--- src/rtl/i2s_pkg.sv ---
// rtl/i2s_pkg.sv - shared types and constants for the I2S DAC arbiter
package i2s_pkg;

  typedef enum logic [1:0] {
    IDLE = 2'd0,
    LOAD = 2'd1,
    SEND = 2'd2
  } state_t;

  localparam int DWIDTH_DEF = 32;

  // Bit positions inside dac_tvalid / dac_tready
  localparam int CH_R = 0;
  localparam int CH_L = 1;

endpackage

--- src/rtl/rr_arbiter.sv ---
// rtl/rr_arbiter.sv - round-robin pick starting at ptr, wrapping mod N_REQ
module rr_arbiter
  import i2s_pkg::*;
#(
  parameter int N_REQ = 3,
  parameter int IW    = $clog2(N_REQ)
) (
  input  logic [N_REQ-1:0] req,
  input  logic [IW-1:0]    ptr,
  output logic [IW-1:0]    winner,
  output logic             any
);

  int best;
  int rel;

  // Winner is the requesting index with the smallest cyclic distance from ptr
  always_comb begin
    winner = '0;
    any    = 1'b0;
    best   = N_REQ;
    rel    = 0;
    for (int k = 0; k < N_REQ; k++) begin
      rel = k - int'(ptr);
      if (rel < 0) rel = rel + N_REQ;
      if (req[k] && rel < best) begin
        best   = rel;
        winner = IW'(k);
        any    = 1'b1;
      end
    end
  end

endmodule

--- src/rtl/i2s_dac_arbiter.sv ---
// rtl/i2s_dac_arbiter.sv - round-robin arbiter feeding stereo pairs to an I2S DAC stream
module i2s_dac_arbiter
  import i2s_pkg::*;
#(
  parameter int N_REQ  = 3,
  parameter int DWIDTH = DWIDTH_DEF
) (
  input  logic                    clk,
  input  logic                    rst,
  input  logic [N_REQ*DWIDTH-1:0] req_l_tdata,
  input  logic [N_REQ*DWIDTH-1:0] req_r_tdata,
  input  logic [N_REQ-1:0]        req_tvalid,
  output logic [N_REQ-1:0]        req_tready,
  input  logic [N_REQ-1:0]        req_mask,
  output logic [DWIDTH-1:0]       dac_r_tdata,
  output logic [DWIDTH-1:0]       dac_l_tdata,
  output logic [1:0]              dac_tvalid,
  input  logic [1:0]              dac_tready,
  output logic [$clog2(N_REQ)-1:0] grant_id,
  output logic                    busy
);

  localparam int IW = $clog2(N_REQ);

  state_t            state, state_n;
  logic [IW-1:0]     ptr;
  logic [IW-1:0]     win;
  logic [IW-1:0]     arb_win;
  logic              arb_any;
  logic [N_REQ-1:0]  eligible;
  logic [N_REQ-1:0]  onehot;
  logic [DWIDTH-1:0] sel_l, sel_r;
  logic [1:0]        dac_left;
  logic              cap;

  assign eligible = req_tvalid & req_mask;
  // Channels still owed after this cycle's handshakes
  assign dac_left = dac_tvalid & ~dac_tready;
  // req_tready is only ever high in the first SEND cycle; the pair transfers on that edge
  assign cap      = |req_tready;
  assign busy     = (state != IDLE);

  rr_arbiter #(.N_REQ(N_REQ), .IW(IW)) u_rr (
    .req    (eligible),
    .ptr    (ptr),
    .winner (arb_win),
    .any    (arb_any)
  );

  // Select the held winner's samples and its one-hot ready
  always_comb begin
    sel_l  = '0;
    sel_r  = '0;
    onehot = '0;
    for (int k = 0; k < N_REQ; k++) begin
      if (win == IW'(k)) begin
        sel_l     = req_l_tdata[k*DWIDTH +: DWIDTH];
        sel_r     = req_r_tdata[k*DWIDTH +: DWIDTH];
        onehot[k] = 1'b1;
      end
    end
  end

  // State register
  always_ff @(posedge clk or posedge rst) begin
    if (rst) state <= IDLE;
    else     state <= state_n;
  end

  // Next-state: leave SEND once the pair is captured and both channels are accepted
  always_comb begin
    state_n = state;
    case (state)
      IDLE:    if (arb_any) state_n = LOAD;
      LOAD:    state_n = SEND;
      SEND:    if (!cap && dac_left == 2'b00) state_n = IDLE;
      default: state_n = IDLE;
    endcase
  end

  // Datapath: winner hold, ready pulse, sample capture, per-channel valid, ptr advance
  always_ff @(posedge clk or posedge rst) begin
    if (rst) begin
      win         <= '0;
      ptr         <= '0;
      grant_id    <= '0;
      req_tready  <= '0;
      dac_tvalid  <= 2'b00;
      dac_l_tdata <= '0;
      dac_r_tdata <= '0;
    end else begin
      if (state == IDLE && arb_any) win <= arb_win;
      req_tready <= '0;
      if (state == LOAD) begin
        req_tready <= onehot;
        grant_id   <= win;
      end
      if (cap) begin
        dac_l_tdata <= sel_l;
        dac_r_tdata <= sel_r;
        dac_tvalid  <= 2'b11;
      end else begin
        dac_tvalid[CH_R] <= dac_left[CH_R];
        dac_tvalid[CH_L] <= dac_left[CH_L];
      end
      if (state == SEND && state_n == IDLE)
        ptr <= (win == IW'(N_REQ - 1)) ? '0 : win + 1'b1;
    end
  end

endmodule

--- config.mk ---
export PLATFORM = sky130hd
export DESIGN_NAME = i2s_dac_arbiter
export DESIGN_NICKNAME = d
export VERILOG_FILES = /design/src/rtl/i2s_pkg.sv /design/src/rtl/rr_arbiter.sv /design/src/rtl/i2s_dac_arbiter.sv
export SDC_FILE = /design/constraint.sdc
export NUM_CORES = 1
export LEC_CHECK = 0
export CAP_MARGIN = 25
export CORE_MARGIN = 10
export CORE_UTILIZATION = 38
export CTS_CLUSTER_DIAMETER = 80
export CTS_CLUSTER_SIZE = 40
export DETAILED_ROUTE_END_ITERATION = 10
export GPL_TIMING_DRIVEN = 0
export PLACE_DENSITY_LB_ADDON = 0.25
export SLEW_MARGIN = 0
export SYNTH_ARGS = -nofsm -noshare
export SYNTH_HDL_FRONTEND = slang
export SYNTH_SLANG_ARGS = --single-unit
--- constraint.sdc ---
create_clock -name clk -period 4.25 [get_ports clk]
set_input_delay 0.85 -clock clk [delete_from_list [all_inputs] [get_ports clk]]
set_output_delay 0.85 -clock clk [all_outputs]
set_load 0.05 [all_outputs]
Yosys cells after proc, flatten, opt, wreduce, memory -nomap -nowiden
Cells that the tools add are included.
Storage, ports and cells
  register bits: 77
  latch bits: 0
  RAM bits: 0
  bits in read-only memories: 0
  output and inout port bits: 72
  word-level logic and storage cells: 66
  memories: 0
Operators by class
  add/subtract/negate cells: 7
  multipliers: 0
  divide/modulo/power cells: 0
  order comparisons: 6
  equal/unequal tests: 4
  shift-type cells: 0
  muxes and demuxes: 25
  bitwise logic cells: 3
  reductions and logical operators: 13
Operators with widths (number)
  $mux W32: 11
  $add A32 B3 Y32 const B: 3
  $lt A32 B1 Y1 const B: 3
  $lt A32 B32 Y1: 2
  $lt A32 B3 Y1 const B: 1
  $mux W2: 5
  $logic_not A2 Y1: 4
  $mux W1: 7
  $logic_and A1 B1 Y1: 6
  $pmux W2 S3: 1
  $sub A1 B2 Y3 const A: 2
  $eq A2 B1 Y1 const B: 2
  $eq A2 B2 Y1 const B: 2
  $and A3 B3 Y3: 1
  $mux W3: 1
  $reduce_or A3 Y1: 1
  $sub A2 B2 Y3 const A: 1
  $add A2 B1 Y2 const B: 1
  $and A2 B2 Y2: 1
  $not A2 Y2: 1
  $reduce_bool A2 Y1: 1
  $logic_not A1 Y1: 1

Logic depth before layout (Yosys ltp)
  depth after elaboration: 16
  depth in mapped cells: 17
  depth with buffers taken out: 17

Hierarchy
From an unflattened synthesis, not the netlist that was laid out.
Second synthesis, totals
  cell total of the unflattened synthesis: 454
  area, all modules: 4700.8 um2
Modules (own cells, without submodules)
  i2s_dac_arbiter: instances 1, cells each 406, area an instance 4330.4 um2, seq. area each 1926.8 um2
  rr_arbiter: instances 1, cells each 48, area an instance 370.4 um2, seq. area each 0.0 um2

Worst setup path before layout
Ideal clock, no wire load.
  kind: input -> register
  start: input port req_tvalid[0]
  end: register win[0]
  library setup time: 0.120 ns
  arrival time: 3.056 ns
  required time: 4.130 ns
  path slack: 1.074 ns
  stages: 13
  buffers on the path: 0
  path through: nand2_1 -> nor2_1 -> ha_1 -> or3_1 -> a21oi_2 -> nand2_1 -> ha_1 -> a2111oi_0 -> nand3_1 -> a21oi_1 -> a31oi_1 -> o32a_1 -> o21a_1
On the way
  longest elaborated chain between the ends: 10
  elaborated cells on any way between the ends: 14
RTL lines
  from (decl): RTL line i2s_dac_arbiter.sv:12  | input logic [N_REQ-1:0] req_tvalid,
  $and A3 B3 Y3 *: RTL line i2s_dac_arbiter.sv:36  | assign eligible = req_tvalid & req_mask;
  $logic_and A1 B1 Y1 *: RTL line rr_arbiter.sv:26  | if (req[k] && rel < best) begin
  $mux W32: RTL line rr_arbiter.sv:26
  $lt A32 B32 Y1: RTL line rr_arbiter.sv:26
  $logic_and A1 B1 Y1: RTL line rr_arbiter.sv:26
  $mux W32: RTL line rr_arbiter.sv:26
  $lt A32 B32 Y1: RTL line rr_arbiter.sv:26
  $logic_and A1 B1 Y1: RTL line rr_arbiter.sv:26
  $mux W1: RTL line rr_arbiter.sv:26
  $logic_and A1 B1 Y1: RTL line i2s_dac_arbiter.sv:92  | if (state == IDLE && arb_any) win <= arb_win;
  to (signal assigned): RTL line i2s_dac_arbiter.sv:92
  to (decl): RTL line i2s_dac_arbiter.sv:27  | logic [IW-1:0] win;
Every way passes the cells marked *; elsewhere a longest branch is shown, timed or not.
A chain may end at the register's enable or synchronous reset.

Worst setup path after layout
Ends and elaborated chain as after synthesis.

==> metrics.cfg <==
[critical_path]
crit_path_max_incr_delay_ns=0.44
crit_slowest_cell=clkdlybuf4s50_1
cp_cell_sequence=clkdlybuf4s50_1, nand2_1, nor2_1, ha_1, or3_1, a21oi_2, nand2_1, ha_1, a2111oi_0, nand3_1, a21oi_1, a31oi_1, o32a_1, o21a_1
worstSetupPathType=in2reg
cp_num_buf_inv=1
rr_startpoint=ptr[1]$_DFFE_PP0P_
reg2reg_depth=15
cp_max_fo=6
required_ns=4.47
regToRegEndpoint=win[0]$_DFFE_PP0P_
regToRegSetupSlack_ns=0.76
path_delay_family=compound AO/OA/AOI/OAI gates
startpoint_type=input port
end_kind=register
cp_data_arrival_time_ns=3.94

[sta]
finalCritPeriodShare=0.876
timing_worst_slew_pin_value_ns=0.625
hold-worst-slack_ns=0.513
setup_viol=0
fin_skew_ns=0.00613
hold_viol=0
period_minus_slack_ns=3.72
setup_tns_ns=0
drv_slew=0
slew_headroom=0.582
timing.fmax_mhz=269
grt_setup_unrepaired=no

[yosys]
syn_area_um2=4520
synth_edf_count=0
yosys_warnings=0
yosys_register_bits=77
ys.flop_type=dfrtp_1
synth.distinct_cells=40
syn_inst=530
yosysTopAreaCell=dfrtp_1
synth-seq-area-share=0.426
ys_top_cells_by_area=dfrtp_1, a21oi_1, mux2i_1
synth_top_area_frac=0.426
avgSynthCellArea_um2=8.53
synthArstFlopShare=1.00

[worst_hold_path]
min_to=grant_id[0]$_DFFE_PP0P_
holdCritStartpoint=grant_id[0]$_DFFE_PP0P_
hold_depth=2
hp-class=reg2reg

[pwr]
peakVddDrop_mv=0.450
powerDensity_nw_per_um2=769
finalPower_uw=5950
p_leak_uw=0.00317

[routing]
drc=0
antenna_left=0
drt-pass1-iter-count=5
via_count=5018
wire_per_inst_um=19.0
viasPerCell=5.17
dr.first_iter.drc_count=214
drt-total-wl_mm=18.4

[grt]
grt_pass1_wl_mm=28.3
grt_antenna_before_repair=0
grt-ovfl-total=0
gr-usage-all-layers=0.214
grt_max_degree=44
grt_pass1_vias=5338

[layout]
utilization=0.673
fillCellCount=984
drive_above_1_share=0.0338
ff_latch_area_um2=1930
mostFrequentLayoutCells=clkdlybuf4s50_1, a21oi_1, nor2_1, dfrtp_1, mux2i_1
n_antenna_cell=0
multi_input_area_um2=2430
final_common_cell=clkdlybuf4s50_1
areaGrowthSynthToFinish_pct=71.4
fin_nets=1043
fin_cells=971

[clock_network]
cts_resized=0
insertion_delay_ns=0.33
cts_tree=done
postCtsHoldBufs=0
cts-buffers-inserted=9
cts_setup_buffers=0
cts-root-buf=clkbuf_16
cts.path.max_buffers=2
cts.htree.levels=3
cts_num_sinks=77
clkSlewWorstSetupHoldPaths_ns=0.05

[floorplan]
die_w_um=129
initial_core_util=0.392
die_h_um=129
core.rowCount=39
die-area_um2=16700
ioPinCount=274
fp.coreArea_um2=11500

[place]
dp_cells=956
place_congestion=0.856
port_buffers=273
dpl.hpwl_mm=15.3

[run]
cap_viol_max_count=0

[status]
status=complete, no violations

routing by layer:
metal | wire (um) | global-route usage | up-vias | share of wire
met5 | 0 | 0 | - | 0
met4 | 381 | 0.0669 | 0 | 0.021
met3 | 1600 | 0.0738 | 21 | 0.087
met2 | 9710 | 0.392 | 199 | 0.53
met1 | 6760 | 0.226 | 2389 | 0.37
li1 | - | - | 2409 | -
flip-flops by register name, indices dropped and copies added, names as in the netlist:
signal       flops
dac_tvalid       2
state            2
dac_l_tdata     32
grant_id         2
dac_r_tdata     32
win              2
req_tready       3
ptr              2
per-stage QoR:
step / setup slack, ns / cell area (um2)
global route: 0.353 / 7750
detailed placement: 0.252 / 7490
finish: 0.526 / 7750
CTS: 0.572 / 7750
floorplan: 1.07 / 4550
global placement: 0.210 / 7460
worst max path at each step:
stage	cells after the start	startpoint	endpoint	slack, ns
6_report	14	req_tvalid[0]	win[0]$_DFFE_PP0P_	0.53
5_1_grt	14	req_tvalid[0]	win[0]$_DFFE_PP0P_	0.35
4_1_cts	14	req_tvalid[0]	win[0]$_DFFE_PP0P_	0.57
3_5_place_dp	14	req_tvalid[0]	win[0]$_DFFE_PP0P_	0.25
3_3_place_gp	2	rst	win[0]$_DFFE_PP0P_	0.21
2_1_floorplan	13	req_tvalid[0]	win[0]$_DFFE_PP0P_	1.07
cells in the mapped netlist (2+ instances only):
master / instances
inv_1: 9
a21o_1: 2
a2111oi_0: 2
nor3_1: 3
a21oi_1: 133
buf_2: 9
conb_1: 2
nand3_1: 2
nand2_1: 9
nand2b_1: 4
or3_1: 2
o2111ai_1: 2
buf_1: 7
dfrtp_1: 77
and3_1: 2
a21oi_2: 2
o31ai_1: 2
clkbuf_1: 23
and3b_1: 2
o21ai_0: 7
mux2i_1: 64
nor2_1: 131
ha_1: 17
worst register-to-register path: cells and delay by family (launching register included):
family | cells | cell delay (ns)
compound gates | 7 | 1.51
fa+ha+maj | 3 | 0.80
flops | 1 | 0.44
simple gates | 3 | 0.36
buf+inv | 2 | 0.26
area by class of cell:
class                      count  share of cell area
clock buffer                  13              0.0323
timing repair buffer         274               0.355
multi-input combinational    414               0.314
clock inverter                 2             0.00129
inverter                       9             0.00468
sequential                    77               0.249
tap                          143              0.0231
buffer                        39              0.0203
power breakdown:
part           switching [uW]  internal (uW)  leakage, uW
sequential                192           1100     0.000870
combinational            2590           1390      0.00217
clock                     279            406     0.000129
total                    3060           2900      0.00317
cell families after synthesis:
kind of cell | count (synthesis) | synth area share
AOI/OAI and AO/OA | 159 | 0.189
adders and majority gates | 17 | 0.0471
buffers and inverters | 48 | 0.0424
DFF | 77 | 0.426
muxes | 66 | 0.148
other | 2 | 0.00166
and+or+nand+nor | 161 | 0.146
(Power assumes the default switching activity.)
